### config.mk
export PLATFORM = sky130hd
export DESIGN_NAME = fetch_unit
export DESIGN_NICKNAME = d
export VERILOG_FILES = /design/src/rtl/fetch_pkg.sv /design/src/rtl/fetch_buffer.sv /design/src/rtl/fetch_unit.sv
export SDC_FILE = /design/constraint.sdc
export NUM_CORES = 1
export LEC_CHECK = 0
export ABC_AREA = 1
export CAP_MARGIN = 20
export CORE_ASPECT_RATIO = 1.5
export CORE_UTILIZATION = 40
export CTS_CLUSTER_SIZE = 25
export DETAILED_ROUTE_END_ITERATION = 8
export PLACE_DENSITY_LB_ADDON = 0.15
export SYNTH_ARGS = -nofsm -noshare
export SYNTH_HDL_FRONTEND = slang
export SYNTH_SLANG_ARGS = --single-unit
### constraint.sdc
create_clock -name clk -period 7.1 [get_ports clk]
set_clock_uncertainty 0.2 [all_clocks]
set_input_delay 1.775 -clock clk [delete_from_list [all_inputs] [get_ports clk]]
set_output_delay 1.775 -clock clk [all_outputs]
set_load 0.005 [all_outputs]
### src/rtl/fetch_pkg.sv
// Shared types and constants for the instruction-fetch stage.
// fetch_entry_t is the RV32 view of one fetch-buffer entry, provided for decode.
package fetch_pkg;

    localparam int XLEN = 32;
    localparam logic [31:0] NOP_INSN = 32'h00000013;

    typedef struct packed {
        logic [XLEN-1:0] pc;
        logic [XLEN-1:0] insn;
        logic            fault;
    } fetch_entry_t;

    typedef enum logic {
        RUN   = 1'b0,
        FAULT = 1'b1
    } fetch_state_e;

endpackage

### src/rtl/fetch_buffer.sv
// DEPTH-entry synchronous FIFO holding fetched entries; flush empties it in one cycle.
// Storage is not reset: an empty buffer never exposes it to the consumer.
module fetch_buffer #(
    parameter int W     = 65,
    parameter int DEPTH = 2
) (
    input  logic         clk,
    input  logic         rst,
    input  logic         flush_i,
    input  logic         push_i,
    input  logic [W-1:0] data_i,
    input  logic         pop_i,
    output logic [W-1:0] data_o,
    output logic         full_o,
    output logic         empty_o
);

    localparam int PW = $clog2(DEPTH);

    logic [PW-1:0] rd_q, rd_d, wr_q, wr_d;
    logic [PW:0]   count_q, count_d;
    logic [W-1:0]  mem_q [DEPTH];

    always_comb begin
        rd_d    = rd_q;
        wr_d    = wr_q;
        count_d = count_q;
        if (flush_i) begin
            rd_d    = '0;
            wr_d    = '0;
            count_d = '0;
        end else begin
            if (push_i) wr_d = wr_q + PW'(1);
            if (pop_i)  rd_d = rd_q + PW'(1);
            case ({push_i, pop_i})
                2'b10:   count_d = count_q + (PW+1)'(1);
                2'b01:   count_d = count_q - (PW+1)'(1);
                default: count_d = count_q;
            endcase
        end
    end

    always_ff @(posedge clk) begin
        if (rst) begin
            rd_q    <= '0;
            wr_q    <= '0;
            count_q <= '0;
        end else begin
            rd_q    <= rd_d;
            wr_q    <= wr_d;
            count_q <= count_d;
        end
    end

    always_ff @(posedge clk) begin
        if (push_i && !flush_i && !rst) mem_q[wr_q] <= data_i;
    end

    assign data_o  = mem_q[rd_q];
    assign full_o  = (count_q == (PW+1)'(DEPTH));
    assign empty_o = (count_q == '0);

endmodule

### src/rtl/fetch_unit.sv
// Instruction-fetch stage: owns the PC, reads imem, buffers {pc, insn, fault} for decode.
// A faulted fetch parks the stage until execute redirects it.
module fetch_unit
    import fetch_pkg::*;
#(
    parameter int              AWIDTH    = 32,
    parameter int              DWIDTH    = 32,
    parameter logic [AWIDTH-1:0] BASE_ADDR = 32'h01000000,
    parameter int              DEPTH     = 2
) (
    input  logic              clk,
    input  logic              rst,
    output logic [AWIDTH-1:0] imem_addr_o,
    output logic              imem_read_en_o,
    input  logic [DWIDTH-1:0] imem_data_i,
    input  logic              imem_valid_i,
    input  logic              redirect_i,
    input  logic [AWIDTH-1:0] redirect_pc_i,
    output logic              valid_o,
    input  logic              ready_i,
    output logic [AWIDTH-1:0] pc_o,
    output logic [DWIDTH-1:0] insn_o,
    output logic              fault_o
);

    localparam int EW = AWIDTH + DWIDTH + 1;

    fetch_state_e      state_q, state_d;
    logic [AWIDTH-1:0] pc_q, pc_d;
    logic              buf_full, buf_empty;
    logic              pop, can_push, push, aligned, fetch_ok;
    logic [EW-1:0]     push_entry, head_entry;

    assign aligned  = (pc_q[1:0] == 2'b00);
    assign fetch_ok = aligned & imem_valid_i;

    // A redirect hides the head so no handshake can complete in that cycle.
    assign valid_o  = ~buf_empty & ~redirect_i;
    assign pop      = valid_o & ready_i;
    assign can_push = ~buf_full | pop;
    assign push     = (state_q == RUN) & can_push & ~redirect_i;

    assign imem_addr_o    = pc_q;
    assign imem_read_en_o = push & aligned;

    assign push_entry = fetch_ok ? {pc_q, imem_data_i, 1'b0}
                                 : {pc_q, {DWIDTH{1'b0}}, 1'b1};

    assign {pc_o, insn_o, fault_o} = buf_empty ? '0 : head_entry;

    always_comb begin
        state_d = state_q;
        pc_d    = pc_q;
        if (redirect_i) begin
            pc_d    = redirect_pc_i;
            state_d = RUN;
        end else if (push) begin
            if (fetch_ok) pc_d    = pc_q + AWIDTH'(4);
            else          state_d = FAULT;
        end
    end

    always_ff @(posedge clk) begin
        if (rst) begin
            state_q <= RUN;
            pc_q    <= BASE_ADDR;
        end else begin
            state_q <= state_d;
            pc_q    <= pc_d;
        end
    end

    fetch_buffer #(
        .W     (EW),
        .DEPTH (DEPTH)
    ) u_buf (
        .clk     (clk),
        .rst     (rst),
        .flush_i (redirect_i),
        .push_i  (push),
        .data_i  (push_entry),
        .pop_i   (pop),
        .data_o  (head_entry),
        .full_o  (buf_full),
        .empty_o (buf_empty)
    );

endmodule

======== Yosys cells after proc, flatten, opt, wreduce, memory -nomap -nowiden ========
Memory sizes are Yosys's and may differ from the RTL's. A register that Yosys moved wholly into a read port is not among the register bits.
Index checks and enable logic that the tools add are counted.
word-level totals
  register bits ........................... 37
  latch bits .............................. 0
  RAM bits ................................ 130
  ROM bits ................................ 0
  input port bits ......................... 69
  logic and storage cells ................. 48
  memories ................................ 1
memory list
  memory       words  width  read ports  clocked after Yosys merged registers in  write ports  RTL line            source
  u_buf.mem_q  2      65     1           1                                        1            fetch_buffer.sv:22  logic [W-1:0] mem_q [DEPTH];
operators by class
  $add $sub $neg .......................... 5
  multipliers ............................. 0
  div/mod/pow operators ................... 0
  magnitude comparators ................... 0
  eq/ne operators ......................... 3
  shift-type cells ........................ 0
  muxes and demuxes ....................... 10
  bitwise logic cells ..................... 12
  reductions and logical operators ........ 12
operators with widths
  cell                     number
  $mux W32                 3
  $mux W65                 1
  $mux W33                 1
  $add A32 B3 Y32 const B  1
  $and A1 B1 Y1            6
  $reduce_bool A2 Y1       3
  $not A1 Y1               5
  $eq A2 B2 Y1 const B     2
  $logic_not A2 Y1         2
  $mux W1                  4
  $pmux W2 S2              1
  $reduce_and A2 Y1        2
  $add A1 B1 Y1 const B    2
  $add A2 B1 Y2 const B    1
  $eq A2 B1 Y1 const B     1
  $logic_and A1 B1 Y1      2
  $logic_not A1 Y1         2
  $reduce_or A2 Y1         1
  $sub A2 B1 Y2 const B    1
  $or A1 B1 Y1             1

======== Logic depth before layout (Yosys ltp) ========
  depth in word-level cells ............... 11
  mapped depth ............................ 12

======== By module ========
A second synthesis with hierarchy kept.
unflattened totals
  cell total of the unflattened synthesis .. 862
  area, all modules ....................... 8491.9 um^2
modules (own cells, without submodules)
  module        times used  cells each  area an instance (um^2)  sequential area each (um^2)
  fetch_buffer  1           237         5129.9                   4003.8
  fetch_unit    1           625         3362.0                   660.6

======== Worst setup path after synthesis ========
Ideal clock, no wire load.
  kind .................................... input -> register
  start point ............................. input port rst
  end point ............................... memory u_buf.mem_q[0][0] (enable)
  arrival time ............................ 6.706 ns
  required time ........................... 6.332 ns
  path slack .............................. -0.374 ns
  stages .................................. 4
  buffers on the path ..................... 1
  cell sequence ........................... clkbuf_1 nor2_1 inv_1 nor3_1
on the way
  word-level cells in the longest chain between the ends .. 4
RTL lines
  what                           RTL line            source
  start: declaration             fetch_unit.sv:12    input logic rst,
  $logic_not A1 Y1               fetch_buffer.sv:56  if (push_i && !flush_i && !rst) mem_q[wr_q] <= data_i;
  $logic_and A1 B1 Y1            fetch_buffer.sv:56
  $mux W1                        fetch_buffer.sv:56
  $mux W1 (implied by the code)  fetch_buffer.sv:56
  end: declaration               fetch_buffer.sv:22
No other way between the ends.

======== Worst setup path after layout ========
  start point ............................. input port ready_i
  end point ............................... output port imem_read_en_o
on the way
  word-level cells in the longest chain between the ends .. 5
RTL lines
  what                         RTL line          source
  start: declaration           fetch_unit.sv:20  input logic ready_i,
  $and A1 B1 Y1                fetch_unit.sv:39  assign pop = valid_o & ready_i;
  $or A1 B1 Y1                 fetch_unit.sv:40  assign can_push = ~buf_full | pop;
  $and A1 B1 Y1 (2 in series)  fetch_unit.sv:41  assign push = (state_q == RUN) & can_push & ~redirect_i;
  $and A1 B1 Y1                fetch_unit.sv:44  assign imem_read_en_o = push & aligned;
  end: declaration             fetch_unit.sv:14  output logic imem_read_en_o,
No other way between the ends.

==> impl_metrics.env <==
export IMPL_cts_sinks=168
export IMPL_slew_headroom=0.496
export IMPL_area_growth_pct=28.6
export IMPL_async_reset_ff_frac=0
export IMPL_swShare=0.240
export IMPL_cts_buffers=17
export IMPL_cts_hold_buf=0
export IMPL_finalSetupViolCount=0
export IMPL_finalInstanceArea_um2=10200
export IMPL_crit_fanout=5
export IMPL_synth_area_um2=7920
export IMPL_drtPass1Iterations=5
export IMPL_route_met2_wl_um=10700
export IMPL_final_util=0.530
export IMPL_setup_ws_ns=1.56
export IMPL_rr_startpoint="imem_addr_o[1]$_SDFFE_PP0P_"
export IMPL_yosysMostFrequentCell="nand2_1"
export IMPL_core_um2=19200
export IMPL_intPower_mw=1.76
export IMPL_muxShareOfSynthArea=0
export IMPL_die_area_um2=20400
export IMPL_synth_top_cell_by_area="edfxtp_1"
export IMPL_place_ws_ns=1.52
export IMPL_placed_area_um2=9610
export IMPL_wirelength_um=19800
export IMPL_grt_max_degree=66
export IMPL_ys_seq_elements=168
export IMPL_ant_nets=0
export IMPL_syn_area_per_cell_um2=9.05
export IMPL_fin_cells=1271
export IMPL_yosysWarnings=0
export IMPL_clockBufferDepth=2
export IMPL_synth_edff_count=130
export IMPL_combPwrFrac=0.105
export IMPL_leakagePower_nw=3.74
export IMPL_synth_area_leaders="edfxtp_1 (49%), nand2_1 (12%), dfxtp_1 (9.6%)"
export IMPL_die_x_um=117
export IMPL_rsz0062_at_grt="false"
export IMPL_highest_layer="met4"
export IMPL_synthCells=875
export IMPL_synthAdderAreaFrac=0.00316
export IMPL_p_seq_frac=0.496
export IMPL_yosys_area_share_simple=0.230
export IMPL_numPlacedInstances=1239
export IMPL_place_hpwl_um=13200
export IMPL_worstPathArrival_ns=3.57
export IMPL_drc_errors=0
export IMPL_drive_above_1_share=0.0798
export IMPL_synth_top_area_share=0.493
export IMPL_start_util=0.412
export IMPL_io_buffers=167
export IMPL_clkPwrFrac=0.398
export IMPL_gp_congestion=0.899
export IMPL_die_h_um=174
export IMPL_power_density_nw_per_um2=227
export IMPL_min_from="u_buf.rd_q$_SDFFE_PP0P_"
export IMPL_wl_per_cell_um=15.6
export IMPL_cts_tree="yes"
export IMPL_clock_fmax_ghz=0.180
export IMPL_dr_wl_met3_um=737
export IMPL_clk_root_buffer_cell="clkbuf_16"
export IMPL_n_antenna_cell=0
export IMPL_syn_num_nets=946
export IMPL_fin_crit_sh=0.781
export IMPL_synth_xor_area_share=0.0111
export IMPL_fin_nets=1073
export IMPL_ys_flop_type="edfxtp_1"
export IMPL_cp_required_ns=5.12
export IMPL_ys_seq_area_frac=0.589
export IMPL_via_per_inst=4.79
export IMPL_hold_ws_ns=0.315
export IMPL_ios=168
export IMPL_htreeDepth=4
export IMPL_vdd_ir_drop_max_uv=130
export IMPL_post_cts_resized=0
export IMPL_postCtsSetupBuffers=0
export IMPL_grt_total_usage=0.199
export IMPL_row_count=62
export IMPL_path_clk_slew_ns=0.07
export IMPL_wirelength_met1_um=8150
export IMPL_grt_pass1_vias=5777
export IMPL_path_class="input pin to primary output"
export IMPL_endpoint_kind="primary output"
export IMPL_min_path_type="flip-flop to flip-flop"
export IMPL_synth_common_cells="nand2_1 (252), edfxtp_1 (130), nor2_1 (105)"
export IMPL_initialDrtViolationCount=389
export IMPL_clk_insertion_delay_late_ns=0.42
export IMPL_synth_top_family_by_area="simple AND/OR/NAND/NOR gates"
export IMPL_yosys_cell_types_count=33
export IMPL_synth_compound_area_share=0.0820
export IMPL_hold_viol=0
export IMPL_maxCapViolCount=0
export IMPL_switchingPower_mw=0.555
export IMPL_slew_viol_final=0
export IMPL_grt_pass1_wl_um=30500
export IMPL_finalCriticalPeriod_ns=5.54
export IMPL_outcome="completed"
export IMPL_cp_start_kind="input pin"
export IMPL_grt_ovfl_total=0
export IMPL_max_slew_worst_pin_slew_ns=0.755
export IMPL_via_count=6084
export IMPL_startpoint="ready_i"
export IMPL_antenna_found_initial=0
[flip-flops by register name, summed over array words and instances (netlist names), named ones only]
name and flops:
state_q 1, imem_addr_o 32, u_buf.count_q 2, u_buf.mem_q 130, u_buf.wr_q 1, u_buf.rd_q 1
[kinds of logic (layout without fill, tap and decap cells)]
group | after synthesis | count (layout)
AOI/OAI and AO/OA | 123 | 123
xor gates and xnor gates | 10 | 10
and+or+nand+nor | 430 | 430
adders and majority gates | 2 | 2
buffers and inverters | 142 | 282
DFF | 168 | 168
[per-layer routing]
| layer | track usage | up-vias |
|---|---|---|
| li1 | - | 3079 |
| met4 | 0.0612 | 0 |
| met5 | 0 | - |
| met1 | 0.232 | 2845 |
| met3 | 0.0282 | 15 |
| met2 | 0.367 | 145 |
[path summary, 6_finish.rpt]
kind	to	slack (ns)	cells past startpoint
worst min-delay path	flip-flop	0.32	2
worst max-delay path	imem_read_en_o	1.56	8
worst max register to register	imem_addr_o[17]$_SDFFE_PP0P_	4.53	8
worst min register to register	flip-flop	0.32	2
[per-stage QoR]
| step | total power [mW] | setup TNS [ns] |
|---|---|---|
| 3_5_place_dp | 1.42 | 0 |
| 2_1_floorplan | 1.29 | -48.63 |
| 4_1_cts | 2.33 | 0 |
| 5_1_grt | 2.41 | 0 |
| 6_report | 2.31 | 0 |
| 3_3_place_gp | 1.41 | 0 |
[final cells by class]
class                           instances  area [um^2]
Fill cell                            1844         9050
Multi-Input combinational cell        565         2600
Clock inverter                         12          143
Sequential cell                       168         4670
Clock buffer                           20          437
Tap cell                              256          320
Timing Repair Buffer                  177         1750
Inverter                               73          274
[power groups by stage]
stage | Combinational [mW] | Sequential, mW | Clock (mW)
2_1_floorplan | 0.133 | 1.16 | 0
3_3_place_gp | 0.245 | 1.17 | 0
3_5_place_dp | 0.247 | 1.17 | 0
4_1_cts | 0.248 | 1.15 | 0.938
5_1_grt | 0.269 | 1.15 | 0.983
6_report | 0.243 | 1.15 | 0.921
[cell usage in the layout (no fill, tap or decap), types with 7 or more instances in the layout]
master,instances
buf_4,10
clkbuf_16,17
inv_1,68
nand3_1,32
nand2_2,7
nand2_1,252
nor2_4,8
nor2_2,7
edfxtp_1,130
a21oi_1,92
clkdlybuf4s50_1,167
nor2_1,104
dfxtp_1,37
o21ai_0,23
[worst max-delay path, cell delays in order]
cell and delay [ns]:
clkdlybuf4s50_1 0.47, inv_1 0.05, o211ai_2 0.20, nand2_1 0.18, nor2_1 0.17, inv_1 0.07
nor3_1 0.13, clkdlybuf4s50_1 0.53
(Power assumes the default switching activity.)
==> variant 1, RTL diff (same settings) <==
`DEPTH` is set to 2 in 2 places; all go to 4.
--- a/src/rtl/fetch_buffer.sv
+++ b/src/rtl/fetch_buffer.sv
@@ -4,3 +4,3 @@
     parameter int W     = 65,
-    parameter int DEPTH = 2
+    parameter int DEPTH = 4
 ) (
--- a/src/rtl/fetch_unit.sv
+++ b/src/rtl/fetch_unit.sv
@@ -8,3 +8,3 @@
     parameter logic [AWIDTH-1:0] BASE_ADDR = 32'h01000000,
-    parameter int              DEPTH     = 2
+    parameter int              DEPTH     = 4
 ) (
Formal check against the unedited RTL: not equivalent (a bounded check fails within 4 cycles, from zero or initial values and one cycle with rst high).
==> variant 1 against the original RTL <==
Sequential cell count increased by 134. Total power increased by 62%. Final area increased by 58%. Sequential share of layout area increased by 8.1 points. Area after synthesis increased by 69%. Setup slack improved by 0.052 ns. Wire length increased by 65%. First-iteration DRC count increased by 24%. Largest power group unchanged.
==> variant 1: results <==
set metrics [dict create \
    first_global_vias 9075 \
    synth_xor_area_share_pct 0.852 \
    vias_per_cell 4.96 \
    p_leak_nw 5.86 \
    gp_congestion 0.789 \
    synthDistinctLibCells 37 \
    p_switching_w 0.000845 \
    via_count 9255 \
    final_layout_size_suffix_gt1_share_pct 7.03 \
    tightest_slew_ns 1.04 \
    synth_common_cells "nor2_1 (384), edfxtp_1 (260), o21ai_0 (152)" \
    slowest_delay_ns 0.52 \
    synth_edf_count 260 \
    grt_use_total_pct 19.6 \
    synth_seq_area_share_pct 64.7 \
    cts_max_path_buffers 3 \
    clock-root-buffer "clkbuf_16" \
    antenna_found_initial 0 \
    hold_class "reg -> reg" \
    crit_path_top_delay_cell "clkdlybuf4s50_1" \
    synth-compound-area-share_pct 10.1 \
    post_cts_buffers 0 \
    outcome "finished, final reports clean" \
    dp_cells 1814 \
    cts_max_level 1 \
    clk_pin_slew_ns 0.06 \
    largest_register_ffs 260 \
    power_frac_comb_pct 7.5 \
    insertedDiodeCount 0 \
    synthMuxAreaShare_pct 0.0749 \
    synthArstFlopShare_pct 0 \
    post-dp-hpwl_mm 19.6 \
    netlist_instances 1313 \
    relSlewSlack_pct 30.9 \
    yosys.area.top_type "edfxtp_1" \
    drt_iter0_drc 481 \
    worstSkewPairLatency_ns 0.55 \
    synth_area_leaders "edfxtp_1 (58%), nor2_1 (11%), dfxtp_1 (6.3%), o21ai_0 (5.7%), a21oi_1 (3.4%)" \
    largest-register "u_buf.mem_q" \
    arrival_ns 3.52 \
    grt_max_degree 89 \
    nNetsFinal 1506 \
    hold_violations 0 \
    yosys_warnings 0 \
    critPathMaxFanout 29 \
    peakVddDrop_v 0.000151 \
    cp_top_family "buffers and inverters" \
    synth_fp_nets 1389 \
    dr.pass1.iters 5 \
    cts.repair.resized 0 \
    grt_pass1_wl_mm 50.3 \
    synth_fa_ha_area_share_pct 0.712 \
    pg_clk_w 0.00145 \
    wl_per_cell_microns 17.5 \
    port_buffers 167 \
    numCtsBuffers 29 \
]
[variant 1: cell types whose count changed after synthesis, sizes merged, moves of 4 or more]
cell    before  now
nand3       35   20
dfxtp       38   42
nand2      259  128
ha           2    6
buf         51   74
edfxtp     130  260
nor2       119  394
inv         73   78
o21ai       24  163
[variant 1: per-stage QoR]
step	area, sq um	utilization (%)	hold slack (ns)	setup WS, ns	total power, W
after CTS	16100	49.1	0.265	1.54	0.00379
after detailed placement	15200	46.4	0.252	1.59	0.00235
after floorplan	13400	-	0.236	1.31	0.00220
after global routing	16100	49.1	0.284	1.30	0.00389
after global placement	15200	46.4	0.238	1.58	0.00235
final	16100	49.1	0.262	1.61	0.00376
[variant 1: layout make-up]
cell class / count / area, sq um
Timing Repair Buffer: 183 / 1800
Clock inverter: 16 / 111
Sequential cell: 302 / 8660
Clock buffer: 36 / 772
Multi-Input combinational cell: 836 / 3900
Fill cell: 3046 / 16700
Tap cell: 415 / 519
Inverter: 78 / 294
[variant 1: final timing paths]
kind	start	end	slack (ns)	cells after the start
max reg2reg	u_buf.count_q[1]	u_buf.mem_q[1][42]	4.25	7
max	redirect_i	imem_read_en_o	1.61	6
min reg2reg	u_buf.rd_q[1]	flop	0.26	2
min	u_buf.rd_q[1]	flop	0.26	2
[variant 1: per-layer routing]
| layer | track usage [%] | share of wire [%] | up-vias |
|---|---|---|---|
| met4 | 6.03 | 2.3 | 0 |
| met5 | 0 | 0 | - |
| met1 | 23.4 | 41 | 4413 |
| met3 | 2.26 | 3.8 | 40 |
| li1 | - | - | 4606 |
| met2 | 36.0 | 53 | 196 |
[variant 1: kinds of logic (layout without fill, tap and decap cells)]
kind of cell	Yosys count	after routing
buf+inv	175	313
flops	302	302
compound gates	262	262
xor+xnor	13	13
simple gates	553	553
mux	1	1
fa+ha+maj	7	7
==> variant 2, RTL diff (config.mk and constraints unchanged) <==
Without the edit above. Put a register stage on the output `fault_o`, with the module's reset. The value now appears one clock later. The other outputs are not delayed to match.
--- a/src/rtl/fetch_unit.sv
+++ b/src/rtl/fetch_unit.sv
@@ -27,2 +27,4 @@
 
+    logic fault_d;
+
     fetch_state_e      state_q, state_d;
@@ -48,3 +50,3 @@
 
-    assign {pc_o, insn_o, fault_o} = buf_empty ? '0 : head_entry;
+    assign {pc_o, insn_o, fault_d} = buf_empty ? '0 : head_entry;
 
@@ -87,2 +89,10 @@
 
+    always_ff @(posedge clk) begin
+        if (rst) begin
+            fault_o <= '0;
+        end else begin
+            fault_o <= fault_d;
+        end
+    end
+
 endmodule
Formal check against the unedited RTL: not equivalent (Yosys sat finds a counterexample within 4 cycles, from zero or initial values and one cycle with rst high).
==> variant 2 against the original RTL <==
Final area about the same. Sequential cell count increased by 1. Area after synthesis is 0.52% higher. Critical path type unchanged. Via count increased by 0.72%. Largest cell class unchanged. Setup slack better by 0.027 ns. Sequential share of layout area grew 0.22 points. Wire length fell by 0.14%. Total power down 2.3%. Sequential power barely moved. Highest routed layer unchanged.
==> variant 2: results <==
set metrics [dict create \
    numCtsBuffers 17 \
    dp_cells 1242 \
    worstSkewPairLatency_ns 0.42 \
    whs_ns 0.320 \
    final_layout_size_suffix_gt1_share_pct 7.17 \
    peakVddDrop_v 0.000142 \
    via_count 6128 \
    critPathMaxFanout 5 \
    synthDistinctLibCells 37 \
    grt_use_total_pct 19.9 \
    cts.repair.resized 0 \
    synth_area_leaders "edfxtp_1 (49%), nand2_1 (12%), dfxtp_1 (9.8%), a21oi_1 (5.8%), nor2_1 (4.8%)" \
    arrival_ns 3.54 \
    post_cts_buffers 0 \
    r2r_cells 10 \
    synth_seq_area_share_pct 58.8 \
    drt_iter0_drc 357 \
    largest-register "u_buf.mem_q" \
    fillers 1799 \
    cp_top_family "buffers and inverters" \
    wl_per_cell_microns 15.6 \
    p_leak_nw 3.85 \
    gp_congestion 0.931 \
    p_int_w 0.00170 \
    synth_fp_nets 951 \
    dr.pass1.iters 5 \
    syn_avg_cell_area_sq_um 9.05 \
    synth_edf_count 130 \
    worstReg2RegStart "u_buf.count_q[1]" \
    nNetsFinal 1076 \
    outcome "finished, final reports clean" \
    clock-root-buffer "clkbuf_16" \
    worstHoldPathCells 2 \
    grt_pass1_wl_mm 30.3 \
    grt_max_degree 66 \
    relSlewSlack_pct 49.4 \
    synth_common_cells "nand2_1 (260), edfxtp_1 (130), nor2_1 (101)" \
    largest_register_ffs 130 \
    reg2reg_slack_ns 4.15 \
    first_global_vias 5838 \
    antenna_found_initial 0 \
    yosys_warnings 0 \
    reg2reg_to "u_buf.count_q[1]" \
    post-dp-hpwl_mm 13.3 \
    cts_max_path_buffers 2 \
    worstHoldStart "u_buf.rd_q" \
    postPlaceCellArea_sq_um 9640 \
    wirelength_mm 19.8 \
    synthArstFlopShare_pct 0 \
]
## variant 2: how the worst max path moves through the flow
stage | start | endpoint | slack (ns) | depth (start not counted)
final | ready_i | imem_read_en_o | 1.58 | 8
after detailed placement | ready_i | imem_read_en_o | 1.56 | 8
after CTS | ready_i | imem_read_en_o | 1.56 | 8
after floorplan | redirect_i | u_buf.mem_q[0][0] | -0.36 | 4
after global routing | ready_i | imem_read_en_o | 1.45 | 8
after global placement | ready_i | imem_read_en_o | 1.57 | 8
## variant 2: area by class of cell
class | count | area [sq um] | area share [%]
flip-flops and latches | 169 | 4690 | 46.0
multi-input cells | 566 | 2610 | 25.6
repair buffers | 176 | 1740 | 17.1
clock buffers | 20 | 437 | 4.29
well taps | 256 | 320 | 3.15
inverters | 75 | 282 | 2.76
clock inverters | 12 | 110 | 1.08
## variant 2: cells by family (layout without fill, tap and decap cells)
kind of cell / after synthesis / after routing / synth area share, %
AOI/OAI and AO/OA: 128 / 128 / 8.41
xor gates and xnor gates: 12 / 12 / 1.32
adders and majority gates: 2 / 2 / 0.314
buffers and inverters: 145 / 283 / 8.64
DFF: 169 / 169 / 58.8
and+or+nand+nor: 424 / 424 / 22.5
## variant 2: per-stage QoR
stage	TNS, ns	setup WS [ns]
6_report	0	1.58
5_1_grt	0	1.45
4_1_cts	0	1.56
3_5_place_dp	0	1.56
3_3_place_gp	0	1.57
2_1_floorplan	-46.53	-0.358
## variant 2: worst register-to-register path, delay by kind of cell, from the launching register on
kind	cells	cell delay, ns
fa+ha+maj	1	0.32
flops	1	0.37
buf+inv	2	0.60
compound gates	4	0.54
simple gates	3	0.86
## variant 2: per-layer routing
layer / share of wire (%) / GRT usage (%) / vias up
met2: 54 / 37.3 / 170
met1: 40 / 22.3 / 2843
met4: 1.9 / 6.75 / 0
met3: 4.4 / 3.02 / 24
met5: 0 / 0 / -
li1: - / - / 3091
## variant 2: power by group through the flow
stage	Clock [W]	Combinational, W	Sequential [W]
global placement	0	0.000245	0.00117
CTS	0.000882	0.000249	0.00115
floorplan	0	0.000132	0.00116
detailed placement	0	0.000247	0.00117
finish	0.000863	0.000244	0.00115
global route	0.000927	0.000271	0.00116
